## src/rtl/regfile_pkg.sv

```systemverilog
// Shared defaults and types for the multi-port register file.
// Consumed by regfile_mp and regfile_scoreboard.
package regfile_pkg;

   localparam int unsigned W_DEF        = 32;
   localparam int unsigned DEPTH_DEF    = 32;
   localparam int unsigned NRD_DEF      = 2;
   localparam int unsigned LINK_REG_DEF = 31;
   localparam int unsigned LINK_OFS_DEF = 4;
   localparam int unsigned AW_DEF       = $clog2(DEPTH_DEF);

   typedef logic [AW_DEF-1:0] reg_idx_t;

   function automatic logic [7:0] sat_inc8(input logic [7:0] v);
      return (v == 8'hff) ? v : v + 8'd1;
   endfunction

endpackage

```

## src/rtl/regfile_scoreboard.sv

```systemverilog
// Pending-write scoreboard: one bit per register, set on issue, cleared on commit.
// A set and a clear of the same register in one cycle leaves the bit set.
module regfile_scoreboard
   import regfile_pkg::*;
#(
   parameter int unsigned DEPTH = DEPTH_DEF,
   parameter int unsigned NRD   = NRD_DEF,
   localparam int unsigned AW   = $clog2(DEPTH)
) (
   input  logic              clk,
   input  logic              rst_n,
   input  logic              set_en,
   input  logic [AW-1:0]     set_addr,
   input  logic [DEPTH-1:0]  clr,
   input  logic [NRD*AW-1:0] rd_addr,
   output logic [NRD-1:0]    busy
);

   logic [DEPTH-1:0] pend_q, pend_d, set_vec;

   always_comb begin
      set_vec = '0;
      if (set_en) set_vec[set_addr] = 1'b1;
      pend_d    = (pend_q & ~clr) | set_vec;
      // r0 never has a producer, so it can never be busy
      pend_d[0] = 1'b0;
   end

   always_ff @(posedge clk or negedge rst_n) begin
      if (!rst_n) pend_q <= '0;
      else        pend_q <= pend_d;
   end

   for (genvar i = 0; i < NRD; i++) begin : g_busy
      assign busy[i] = pend_q[rd_addr[i*AW +: AW]];
   end

endmodule

```

## src/rtl/regfile_mp.sv

```systemverilog
// Multi-port register file: NRD combinational reads, writeback + link write, busy scoreboard.
// Define REGFILE_BYPASS_EN to forward same-cycle writes into the read ports.
module regfile_mp
   import regfile_pkg::*;
#(
   parameter int unsigned W        = W_DEF,
   parameter int unsigned DEPTH    = DEPTH_DEF,
   parameter int unsigned NRD      = NRD_DEF,
   parameter int unsigned LINK_REG = LINK_REG_DEF,
   parameter int unsigned LINK_OFS = LINK_OFS_DEF,
   localparam int unsigned AW      = $clog2(DEPTH)
) (
   input  logic              clk,
   input  logic              rst_n,
   input  logic [NRD*AW-1:0] rd_addr,
   output logic [NRD*W-1:0]  rd_data,
   output logic [NRD-1:0]    rd_busy,
   input  logic              wr_en,
   input  logic [AW-1:0]     wr_addr,
   input  logic [W-1:0]      wr_data,
   input  logic              link_en,
   input  logic [W-1:0]      link_pc,
   input  logic              iss_en,
   input  logic [AW-1:0]     iss_addr,
   output logic [7:0]        collide_cnt
);

   localparam logic [AW-1:0] LINK_IDX = AW'(LINK_REG);

   logic [W-1:0]     mem_q [DEPTH];
   logic [W-1:0]     link_val;
   logic             collide, wr_commit;
   logic [DEPTH-1:0] clr;
   logic [NRD-1:0]   busy_raw;
   logic [7:0]       cnt_q;

   assign link_val  = link_pc + W'(LINK_OFS);
   // The link port owns LINK_REG; a writeback aimed there in the same cycle is dropped
   assign collide   = wr_en && link_en && (wr_addr == LINK_IDX);
   assign wr_commit = wr_en && (wr_addr != '0) && !collide;

   always_comb begin
      clr = '0;
      if (wr_commit) clr[wr_addr]  = 1'b1;
      if (link_en)   clr[LINK_IDX] = 1'b1;
   end

   always_ff @(posedge clk or negedge rst_n) begin
      if (!rst_n) begin
         for (int i = 0; i < DEPTH; i++) mem_q[i] <= '0;
      end else begin
         if (wr_commit) mem_q[wr_addr]  <= wr_data;
         if (link_en)   mem_q[LINK_IDX] <= link_val;
      end
   end

   always_ff @(posedge clk or negedge rst_n) begin
      if (!rst_n)       cnt_q <= 8'd0;
      else if (collide) cnt_q <= sat_inc8(cnt_q);
   end

   assign collide_cnt = cnt_q;

   regfile_scoreboard #(
      .DEPTH (DEPTH),
      .NRD   (NRD)
   ) u_sb (
      .clk      (clk),
      .rst_n    (rst_n),
      .set_en   (iss_en),
      .set_addr (iss_addr),
      .clr      (clr),
      .rd_addr  (rd_addr),
      .busy     (busy_raw)
   );

   for (genvar i = 0; i < NRD; i++) begin : g_rd
      logic [AW-1:0] a;
      logic [W-1:0]  stored;
      assign a      = rd_addr[i*AW +: AW];
      assign stored = (a == '0) ? '0 : mem_q[a];
`ifdef REGFILE_BYPASS_EN
      logic hit_link, hit_wr;
      assign hit_link           = link_en && (a == LINK_IDX);
      assign hit_wr             = wr_commit && (a == wr_addr);
      assign rd_data[i*W +: W]  = hit_link ? link_val : (hit_wr ? wr_data : stored);
      assign rd_busy[i]         = busy_raw[i] && !hit_link && !hit_wr;
`else
      assign rd_data[i*W +: W]  = stored;
      assign rd_busy[i]         = busy_raw[i];
`endif
   end

endmodule

```

## config.mk

```make
export PLATFORM = sky130hd
export DESIGN_NAME = regfile_mp
export DESIGN_NICKNAME = d
export VERILOG_FILES = /design/src/rtl/regfile_pkg.sv /design/src/rtl/regfile_scoreboard.sv /design/src/rtl/regfile_mp.sv
export SDC_FILE = /design/constraint.sdc
export NUM_CORES = 2
export LEC_CHECK = 0
export CAP_MARGIN = 30
export CORE_MARGIN = 1.5
export CORE_UTILIZATION = 50
export DETAILED_ROUTE_END_ITERATION = 16
export PLACE_DENSITY = 0.64
export SKIP_CTS_REPAIR_TIMING = 1
export SLEW_MARGIN = 30
export SYNTH_ARGS = -nofsm -noshare
export SYNTH_HDL_FRONTEND = slang
export SYNTH_SLANG_ARGS = --single-unit
```

## constraint.sdc

```tcl
create_clock -name clk -period 2.9 [get_ports clk]
set_input_delay 0.435 -clock clk [delete_from_list [all_inputs] [get_ports clk]]
set_output_delay 0.435 -clock clk [all_outputs]
set_load 0.02 [all_outputs]
```

==> metrics.txt <==
clock-pin slew on the worst setup and hold paths=roughly 0.06 ns; worst hold path depth=3; First-pass DRT Iterations=5; Syn Inst Count=between 4000 and 5000; Sw Ratio=about 28%; Max clock buf depth=3; Max stage delay on crit path=roughly 0.48 ns; DR iter-0 viols=around 3900; combinational share of power=24.0%; cell area after synthesis=around 57000 sq um; vias in the first global route=roughly 41000; share of layout cells above drive strength 1=between 50 and 60%; synth unique cells=56; die area=between 100000 and 150000 sq um; GRT Total Usage=around 32%; R2R cell count=4; NetSw=between 10 and 15 mW; Min-Delay Path Class=input pin to flop; Avg Inst Size Synth=14.21 sq um; Flop pwr share=around 43%; initial antenna violation count=1; CTS Buf Count=approximately 110; Final Hold Fails=0; critical path launch point type=flop; Worst EP arrival=2.64 ns; Area growth syn-to-layout=21.85%; CTS H-Tree Depth=3; WP buf/inv=2; setup_tns=-1.867 ns; Die Ht=340.7 microns; Peak Freq=about 330 MHz; Worst Tran Pin Value=0.6969 ns; antenna viol nets, final=0; Initial Util=around half; RSZ-0062 raised after global routing=yes; cell taking the most area after synthesis=dfrtp_1; root buf cell=clkbuf_16; synth top area cells=dfrtp_1, mux2_2, mux4_2; Final Wtd Congestion=approximately 0.94; Yosys warning total=0; Max VDD drop=approximately 0.54 mV; Net Count, Synth=roughly 4100; CTS tree=yes; # IOs=roughly 160; Clock Sinks=between 1000 and 1500; Most used DFF post-synth=dfrtp_1; setup slack after layout=-0.1740 ns; endpoints failing setup=30; WP depth=6; worst skew pair latency=0.71 ns; P_int=around 33 mW; most frequent cells in the layout=dfrtp_1, mux2_2, mux4_2, buf_4, nand2_1; clock share of power=between 30% and 40%; Yosys reg bits=around 1100; sequential-to-total area share from yosys stat=a little under half; post-route insts no fill=between 5000 and 6000; family with the most delay on the worst path=multiplexers; Die X=around 340 microns; worst slack, placed=-0.8948 ns; placeable core region=around 110000 sq um; Synth top area share=about 47%; fin util=61.60%; share of flip-flops with an asynchronous set or reset=100.0%; placement row count=about 120; minimum clock period=3.074 ns; most common cell after layout, fill and taps aside=dfrtp_1; pin count of the biggest net entering global routing=114; DRC viols=0; first-pass GRT wire length=around 280000 microns; Worst slew margin=between 50% and 60%; vias post-DR=39640; crit path max fanout=3; status=complete, but fails checks; grt ovf=0; Pleak=about 30 nW; Layout Skew=roughly 0.0012 ns; failing checks=negative setup slack; slowest cell on the critical path=mux4_2; Inst Count DP=5722; crit-path cells=mux4_2, mux2i_2, o22ai_1, buf_4, a221o_1, buf_6; final-stage net count=roughly 4500; vias per cell=between 6 and 7; WL final=around 190000 microns; PwrDens=roughly 660 nW/um^2; Slew Limit Fails=0; Port Buffers=162; DP Wirelength=approximately 130000 microns; period utilisation layout=106.0%; EDFF count, synth=0; wire length per cell=31.56 microns; max cap viols=0; WS Path Type=flop to output pin; CP required=between 2 and 2.5 ns; Critical Path End Type=output pin
## registers in the layout (all words and copies together), names as in the netlist
name,flops
mem_q,1024
u_sb.pend_q,31
collide_cnt,8
## per-stage QoR
stage / area [sq um] / total power [mW] / hold WS, ns
2_1_floorplan: 57030 / 25.94 / 0.1394
3_3_place_gp: 64080 / 29.94 / 0.3604
3_5_place_dp: 64080 / 30.24 / 0.3632
4_1_cts: 67900 / 45.25 / -0.3263
5_1_grt: 69480 / 47.43 / 0.2894
6_report: 69490 / 45.73 / 0.2870
## cells by family (layout without fill, tap and decap cells)
group	after synthesis	after routing	share of synthesized area [%]
AND/OR/NAND/NOR	503	503	4.362
buffers and inverters	478	945	3.664
other	0	3	0
adder cells (fa/ha/maj)	2	2	0.04387
flip-flops	1063	1063	46.65
XOR/XNOR	17	17	0.2611
multiplexers	1602	1602	40.57
AO/OA/AOI/OAI	349	349	4.454
## path summary, 6_finish.rpt
check	endpoint	slack, ns	from
worst max-delay path	rd_data[46]	-0.17	mem_q[14]$_DFFE_PN0P_
worst min-delay path	mem_q[17]$_DFFE_PN0P_	0.29	link_en
worst max register to register	collide_cnt[4]$_DFFE_PN0P_	1.23	collide_cnt[2]$_DFFE_PN0P_
worst min register to register	mem_q[1014]$_DFFE_PN0P_	0.37	mem_q[1014]$_DFFE_PN0P_
max in group asynchronous	collide_cnt[3]$_DFFE_PN0P_	1.52	rst_n
min in group asynchronous	mem_q[1014]$_DFFE_PN0P_	0.30	rst_n
## Yosys cell counts (29+ instances only)
| cell | number |
|---|---|
| nand2_1 | 191 |
| o22ai_1 | 55 |
| a211oi_1 | 32 |
| a22oi_1 | 58 |
| nand4_1 | 41 |
| dfrtp_1 | 1063 |
| mux2i_1 | 130 |
| and3_1 | 66 |
| o22a_1 | 29 |
| a21oi_1 | 43 |
| mux2_2 | 1005 |
| nor2_1 | 75 |
| clkbuf_1 | 241 |
| buf_2 | 182 |
| mux4_2 | 467 |
| nand3_1 | 46 |
## final cells by class
type	count	area [sq um]
well taps	1500	1877
inverters	23	88.84
clock buffers	167	3333
flip-flops and latches	1063	26610
repair buffers	714	7639
diodes	3	7.507
multi-input cells	2473	29450
fillers	8559	43320
clock inverters	41	489.2
## power by group through the flow
stage          Combinational, mW  Clock, mW  Sequential [mW]
6_report                    11.0       15.0             19.7
5_1_grt                     11.5       15.8             20.1
4_1_cts                     10.4       15.2             19.7
3_5_place_dp                10.3          0             19.9
3_3_place_gp                10.1          0             19.8
2_1_floorplan               6.82          0             19.1
## tightest hold or removal path, stage by stage
cell	delay [ns]
buf_2	0.12
buf_4	0.23
a31oi_1	0.16
## layer usage
metal  GRT usage [%]  vias to the layer above  part of all wire, %
met3           4.902                      455                  6.5
met5               0                        -                    0
met4           15.68                        0                  5.6
met1           42.80                    21260                   40
met2           52.50                     1721                   48
li1                -                    16200                    -
No activity file was read; power rests on OpenSTA's default activity.
